File: src/rtl/round_robin_fifo_dispatcher.sv
// Single-producer, four-consumer dispatcher: one FIFO feeding channels a..d
// in round-robin order, serving only consumers that assert ready.
module round_robin_fifo_dispatcher #(
  parameter int unsigned WIDTH = 8,
  parameter int unsigned DEPTH = 8,
  parameter int unsigned CW    = 4
) (
  input  logic             clk,
  input  logic             rst_n,
  input  logic             wen,
  input  logic [WIDTH-1:0] din,
  input  logic [3:0]       ready,
  output logic [WIDTH-1:0] dout,
  output logic [3:0]       valid,
  output logic             full,
  output logic             empty,
  output logic [CW-1:0]    count,
  output logic             overflow
);

  localparam int unsigned PW = $clog2(DEPTH);

  logic [WIDTH-1:0] mem [DEPTH];
  logic [PW-1:0]    wr_ptr;
  logic [PW-1:0]    rd_ptr;
  logic [1:0]       rr_ptr;

  logic [7:0] ready_dbl;
  logic [3:0] ready_rot;
  logic [1:0] offset;
  logic [1:0] sel;
  logic       push;
  logic       pop;

  assign full  = (count == CW'(DEPTH));
  assign empty = (count == '0);

  // Rotate ready so bit 0 is the channel at rr_ptr, then take the first set bit.
  assign ready_dbl = {ready, ready} >> rr_ptr;
  assign ready_rot = ready_dbl[3:0];

  always_comb begin
    offset = 2'd0;
    for (int k = 3; k >= 0; k--) begin
      if (ready_rot[k]) offset = 2'(k);
    end
  end

  assign sel  = 2'(rr_ptr + offset);
  assign push = wen && !full;
  assign pop  = !empty && (ready != 4'b0000);

  // Storage has no reset; resetting the pointers discards its contents.
  always_ff @(posedge clk) begin
    if (push) mem[wr_ptr] <= din;
  end

  always_ff @(posedge clk or negedge rst_n) begin
    if (!rst_n) begin
      wr_ptr   <= '0;
      rd_ptr   <= '0;
      rr_ptr   <= 2'd0;
      count    <= '0;
      dout     <= '0;
      valid    <= 4'b0000;
      overflow <= 1'b0;
    end else begin
      overflow <= wen && full;
      if (push) wr_ptr <= PW'(wr_ptr + PW'(1));
      if (pop) begin
        dout   <= mem[rd_ptr];
        valid  <= 4'b0001 << sel;
        rd_ptr <= PW'(rd_ptr + PW'(1));
        rr_ptr <= 2'(sel + 2'd1);
      end else begin
        dout  <= '0;
        valid <= 4'b0000;
      end
      case ({push, pop})
        2'b10:   count <= CW'(count + CW'(1));
        2'b01:   count <= CW'(count - CW'(1));
        default: count <= count;
      endcase
    end
  end

endmodule

File: config.mk
export PLATFORM = sky130hd
export DESIGN_NAME = round_robin_fifo_dispatcher
export DESIGN_NICKNAME = d
export VERILOG_FILES = /design/src/rtl/round_robin_fifo_dispatcher.sv
export SDC_FILE = /design/constraint.sdc
export NUM_CORES = 1
export LEC_CHECK = 0
export CAP_MARGIN = 20
export CORE_UTILIZATION = 51
export CTS_BUF_LIST = sky130_fd_sc_hd__clkbuf_2
export CTS_CLUSTER_SIZE = 40
export DETAILED_ROUTE_END_ITERATION = 10
export MAX_ROUTING_LAYER = met4
export PLACE_DENSITY = 0.75
export SLEW_MARGIN = 10
export SYNTH_ARGS = -nofsm -noshare
export SYNTH_HDL_FRONTEND = slang
export SYNTH_SLANG_ARGS = --single-unit
File: constraint.sdc
create_clock -name clk -period 3.5 [get_ports clk]
set_clock_uncertainty 0.1 [all_clocks]
set_input_delay 0.7 -clock clk [delete_from_list [all_inputs] [get_ports clk]]
set_output_delay 0.7 -clock clk [all_outputs]
set_load 0.02 [all_outputs]
==> flow_metrics.env, run 1 <==
export IMPL_outcome="finished, final reports clean"
export IMPL_pin_count=34
export IMPL_instances_no_fill=367
export IMPL_cts_root_buffer="clkbuf_2"
export IMPL_syn_to_final_growth_pct=17.0
export IMPL_fillers=527
export IMPL_io_buffers=33
export IMPL_crit_chain="nor3_1, nand2_1, inv_1, clkdlybuf4s50_1"
export IMPL_fin_area_um2=4340
export IMPL_ant_nets=0
export IMPL_place_congestion=0.828
export IMPL_synthCells=219
export IMPL_cts_inserted_buffers=9
export IMPL_cts_setup_buffers=0
export IMPL_routedWlPerCell_um=16.2
export IMPL_synth_nets=240
export IMPL_synth_distinct_cells=42
export IMPL_drt_first_pass_iters=4
export IMPL_grt_use_total_pct=18.5
export IMPL_worst_pin_slew_ns=0.789
export IMPL_rsz0062_at_grt="false"
export IMPL_fmax_mhz=341
export IMPL_vdd_ir_drop_worst_v=0.000374
export IMPL_power_density_nw_per_um2=825
export IMPL_cp_start_kind="flip-flop"
export IMPL_critPathTopFamily="buffers and inverters"
export IMPL_ys_async_sr_fraction_pct=28.1
export IMPL_synth_top_cell_by_area="edfxtp_1"
export IMPL_dp_hpwl_um=3970
export IMPL_start_util_pct=53.7
export IMPL_cts_num_sinks=89
export IMPL_cts_resized=0
export IMPL_maxSlewViolCount=0
export IMPL_hold_ws_ns=0.385
export IMPL_fin_nets=287
export IMPL_core_area_um2=6910
export IMPL_drcViolationCount=0
export IMPL_drt_iter0_drc=101
export IMPL_fin_util_pct=62.8
export IMPL_end_kind="primary output"
export IMPL_synthTopCellsByArea="edfxtp_1 (52%), dfrtp_1 (17%), mux4_2 (9.7%), mux2i_1 (2.4%), xnor2_1 (2.1%)"
export IMPL_seq_area_frac_synth_pct=68.7
export IMPL_die_h_um=87.3
export IMPL_crit_cells=4
export IMPL_cp_buffers_inverters=2
export IMPL_crit_required_ns=2.70
export IMPL_dp_slack_ns=0.414
export IMPL_htree_levels=3
export IMPL_rows=30
export IMPL_synth_edf_count=64
export IMPL_syn_area_um2=3710
export IMPL_relSlewSlack_pct=47.4
export IMPL_yosys_warnings=0
export IMPL_clk_latency_ns=0.53
export IMPL_routed_wl_um=5960
export IMPL_avgSynthCellArea_um2=16.9
export IMPL_finalSetupViolCount=0
export IMPL_cp_arrival_ns=2.13
export IMPL_fin_crit_sh_pct=83.8
export IMPL_synth_top_area_share_pct=51.8
export IMPL_ys_flop_type="edfxtp_1"
export IMPL_hold_viol_final=0
export IMPL_cts_tree="built"
export IMPL_overflow=0
export IMPL_maxCapViolations=0
export IMPL_critical_path_slowest_cell="clkdlybuf4s50_1"
export IMPL_antenna_found_initial=0
export IMPL_hold_buffers=0
export IMPL_setup_tns_ns=0
export IMPL_diodes=0
export IMPL_crit_fanout=8
export IMPL_grt_first_pass_wirelength_um=9580
export IMPL_critical_path_max_stage_delay_ns=0.59
export IMPL_cts_clk_slew_worst_paths_ns=0.24
export IMPL_ys_ff_latch=89
export IMPL_placedCellCount=351
export IMPL_rr_worst_depth=10
export IMPL_die_area_um2=7620
export IMPL_fin_crit_ns=2.93
export IMPL_drt_vias_per_instance=5.28
export IMPL_worstSetupPathType="reg2out"
export IMPL_drive_gt1_share_pct=20.3
export IMPL_clockBufferDepth=2
export IMPL_hold_class="in2async"
export IMPL_leakagePower_nw=1.57
export IMPL_setup_slack_ns=0.567
export IMPL_die_w_um=87.3
export IMPL_dpl_cell_area_um2=4190
export IMPL_power_mw=3.58
export IMPL_grt_start_max_net_pins=26
export IMPL_vias=1938
export IMPL_first_global_vias=1866
==> cell usage in the layout, fill, tap and decap left out, types with 9 or more instances in the layout <==
cell              n
nor2_1           17
nand2_1          11
mux4_2           16
edfxtp_1         64
mux2i_1           9
buf_4            12
xnor2_1           9
clkdlybuf4s50_1  33
dfrtp_1          25
clkbuf_2          9
==> flip-flops by register name (all words and copies together) (netlist names) <==
signal	count
dout	8
overflow	1
wr_ptr	3
valid	4
rr_ptr	2
mem	64
count	4
rd_ptr	3
==> logic make-up after synthesis <==
| group | after synthesis | share of synthesized area [%] |
|---|---|---|
| and+or+nand+nor | 56 | 8.13 |
| buffers and inverters | 13 | 1.92 |
| DFF | 89 | 68.7 |
| xor gates and xnor gates | 14 | 3.31 |
| muxes | 27 | 12.8 |
| adders and majority gates | 6 | 2.02 |
| AOI/OAI and AO/OA | 14 | 3.17 |
==> synth_stat cells (2+ instances only) <==
cell       n
inv_1      3
a21oi_1    2
dfrtp_1   25
nor4_1     2
xnor2_1    9
or3b_1     2
ha_1       6
nor3_2     2
nand2b_1   6
mux4_2    16
nor2_1    17
nor3_1     6
buf_6      2
mux2_2     2
edfxtp_1  64
nand2_1   11
o21ai_0    2
mux2i_1    9
xor2_1     5
buf_2      2
nand3_1    4
buf_1      2
==> final timing paths <==
path	start	endpoint	slack [ns]
worst max-delay path	count[1]	full	0.57
worst min-delay path	rst_n	dout[1]	0.39
worst max register to register	count[1]	count[2]	0.98
worst min register to register	count[3]	count[3]	0.47
max in group asynchronous	rst_n	count[1]	2.66
min in group clk	count[3]	count[3]	0.47
==> report_power, final <==
group / switching, mW / total, mW / leakage, nW / internal, mW
clock network: 0.345 / 0.587 / 0.0827 / 0.242
logic: 0.656 / 1.38 / 0.602 / 0.724
registers: 0.224 / 1.62 / 0.882 / 1.39
total: 1.22 / 3.58 / 1.57 / 2.36
==> worst reg2reg max path, delay by kind of cell (launching register included) <==
kind            cells  cell delay, ns
fa+ha+maj           2            0.53
xor+xnor            3            0.40
compound gates      1            0.14
simple gates        4            0.76
flops               1            0.53
==> area by class of cell <==
| type | count | area, um^2 | area share (%) |
|---|---|---|---|
| tap | 96 | 120 | 2.77 |
| inverter | 4 | 15.0 | 0.346 |
| clock inverter | 7 | 103 | 2.36 |
| clock buffer | 9 | 45.0 | 1.04 |
| timing repair buffer | 45 | 420 | 9.69 |
| multi-input combinational | 117 | 1090 | 25.1 |
| sequential | 89 | 2550 | 58.7 |
==> metal layers <==
| layer | part of all wire [%] | global-route usage [%] |
|---|---|---|
| met1 | 43 | 22.9 |
| met2 | 51 | 29.4 |
| met3 | 4.5 | 5.97 |
| met4 | 1.0 | 5.37 |
| met5 | 0 | - |
(Power assumes the default switching activity.)
==> inputs of run 2 (changes only) <==
--- a/config.mk
+++ b/config.mk
@@ -11,7 +11,7 @@
 export CTS_CLUSTER_SIZE = 40
 export DETAILED_ROUTE_END_ITERATION = 10
 export MAX_ROUTING_LAYER = met4
-export PLACE_DENSITY = 0.75
+export PLACE_DENSITY = 0.78
 export SLEW_MARGIN = 10
 export SYNTH_ARGS = -nofsm -noshare
 export SYNTH_HDL_FRONTEND = slang
==> constraint.sdc (replaced) <==
create_clock -name clk -period 2.61 [get_ports clk]
set_clock_uncertainty 0.1 [all_clocks]
set_input_delay 0.522 -clock clk [delete_from_list [all_inputs] [get_ports clk]]
set_output_delay 0.522 -clock clk [all_outputs]
set_load 0.02 [all_outputs]
==> flow_metrics.env, run 2 (synthesis results as in run 1) <==
export IMPL_cts_clk_slew_worst_paths_ns=0.26
export IMPL_setup_worst_path_start="count[0]"
export IMPL_core_area_um2=6910
export IMPL_pin_count=34
export IMPL_largest_reg_flops=64
export IMPL_end_kind="primary output"
export IMPL_drcViolationCount=0
export IMPL_die_h_um=87.3
export IMPL_grt_use_met2_pct=30.7
export IMPL_reg2reg_to="count[2]"
export IMPL_mostFrequentLayoutCells="edfxtp_1 (64), clkdlybuf4s50_1 (31), buf_4 (25)"
export IMPL_dpl_cell_area_um2=4280
export IMPL_relSlewSlack_pct=45.2
export IMPL_die_area_um2=7620
export IMPL_hold_viol_final=0
export IMPL_use_met3_pct=5.31
export IMPL_diodes=0
export IMPL_vdd_ir_drop_worst_v=0.000494
export IMPL_critPathTopFamily="flip-flops"
export IMPL_crit_reg2reg_launch="count[2]"
export IMPL_clockBufferDepth=2
export IMPL_cts_tree="built"
export IMPL_fmax_mhz=422
export IMPL_htree_levels=3
export IMPL_worstSetupPathType="reg2out"
export IMPL_maxCapViolations=0
export IMPL_hold_ws_ns=0.224
export IMPL_fillers=532
export IMPL_r2r_slack_ns=0.37
export IMPL_fin_crit_sh_pct=90.8
export IMPL_maxSlewViolCount=0
export IMPL_vias=2008
export IMPL_overflow=0
export IMPL_grt_first_pass_wirelength_um=10200
export IMPL_setup_tns_ns=0
export IMPL_crit_fanout=4
export IMPL_power_mw=4.77
export IMPL_finalSetupViolCount=0
export IMPL_drt_first_pass_iters=4
export IMPL_crit_required_ns=1.99
export IMPL_instances_no_fill=380
export IMPL_grt_start_max_net_pins=26
export IMPL_critical_path_slowest_cell="dfrtp_2"
export IMPL_leakagePower_nw=1.62
export IMPL_placedCellCount=361
export IMPL_fin_crit_ns=2.37
export IMPL_grt_use_total_pct=19.3
export IMPL_crit_chain="nor3_2, nand2_1, inv_1, dlygate4sd2_1"
export IMPL_fin_nets=300
export IMPL_drt_vias_per_instance=5.28
export IMPL_cts_root_buffer="clkbuf_2"
export IMPL_outcome="finished, final reports clean"
export IMPL_cp_arrival_ns=1.75
export IMPL_rr_worst_depth=10
export IMPL_place_congestion=0.781
export IMPL_hold_buffers=0
export IMPL_cp_start_kind="flip-flop"
export IMPL_met1_usage_pct=24.7
export IMPL_mostFrequentLayoutCell="edfxtp_1"
export IMPL_drive_gt1_share_pct=25.4
export IMPL_critical_path_max_stage_delay_ns=0.50
export IMPL_cts_num_sinks=89
export IMPL_crit_cells=4
export IMPL_power_density_nw_per_um2=1080
export IMPL_routedWlPerCell_um=16.5
export IMPL_syn_to_final_growth_pct=19.0
export IMPL_first_global_vias=1986
export IMPL_routed_wl_um=6290
export IMPL_worstSetupEndpoint="full"
export IMPL_rsz0062_at_grt="false"
export IMPL_fin_area_um2=4410
export IMPL_largest_register="mem"
export IMPL_io_buffers=33
export IMPL_dp_slack_ns=-0.188
export IMPL_top_usage_layer="met2"
export IMPL_reg_top3="mem x64, dout x8"
export IMPL_drt_iter0_drc=123
export IMPL_die_w_um=87.3
export IMPL_rows=30
export IMPL_cp_buffers_inverters=2
export IMPL_dp_hpwl_um=4130
export IMPL_hold_class="in2async"
export IMPL_clk_latency_ns=0.52
export IMPL_antenna_found_initial=0
export IMPL_ant_nets=0
export IMPL_fin_util_pct=63.9
export IMPL_start_util_pct=53.7
export IMPL_worst_pin_slew_ns=0.823
export IMPL_cts_inserted_buffers=9
export IMPL_setup_slack_ns=0.240
run 2: cell count changes in the layout (fill, tap and decap cells not counted), sizes merged:
| cell | before | now |
|---|---|---|
| buf | 12 | 25 |
| bufinv | 2 | 0 |
| clkdlybuf4s50 | 33 | 31 |
| clkinv | 3 | 1 |
| dlygate4sd2 | 0 | 2 |
| inv | 5 | 9 |
run 2: area by class of cell:
type / count / area (um^2) / area share, %
Clock buffer: 9 / 45.0 / 1.02
Clock inverter: 7 / 61.3 / 1.39
Inverter: 4 / 15.0 / 0.340
Multi-Input combinational cell: 117 / 1100 / 25.0
Sequential cell: 89 / 2550 / 57.8
Tap cell: 96 / 120 / 2.72
Timing Repair Buffer: 58 / 515 / 11.7
run 2: worst min-delay path by stage:
stage | end | cells past startpoint | start
after detailed placement | count[3] | 1 | count[3]
final | dout[7] | 2 | rst_n
after global routing | dout[4] | 2 | rst_n
after CTS | dout[4] | 2 | rst_n
after floorplan | count[0] | 0 | rst_n
after global placement | wr_ptr[2] | 1 | wr_ptr[2]
run 2: power breakdown:
part	total, mW	switching, mW	internal, mW
sequential	2.16	0.290	1.87
combinational	1.97	0.934	1.04
clock	0.638	0.488	0.149
total	4.77	1.71	3.06
run 2: metal layers:
| metal | vias up | routed length [um] | part of all wire, % |
|---|---|---|---|
| met2 | 33 | 3260 | 52 |
| met5 | - | 0 | 0 |
| met3 | 5 | 235 | 3.7 |
| met1 | 1014 | 2730 | 43 |
| li1 | 956 | - | - |
| met4 | 0 | 57 | 0.91 |
run 2: timing repair:
action	CTS	global route
setup buffers	3	0
endpoints found under the setup margin	2	1
resized for setup	5	1
==> inputs of run 3 (changes only) <==
--- a/config.mk
+++ b/config.mk
@@ -5,7 +5,7 @@
 export SDC_FILE = /design/constraint.sdc
 export NUM_CORES = 1
 export LEC_CHECK = 0
-export CAP_MARGIN = 20
+export CAP_MARGIN = 15
 export CORE_UTILIZATION = 51
 export CTS_BUF_LIST = sky130_fd_sc_hd__clkbuf_2
 export CTS_CLUSTER_SIZE = 40
==> results of run 3 <==
The final DEF is identical to that of run 2; final timing and power are the same.
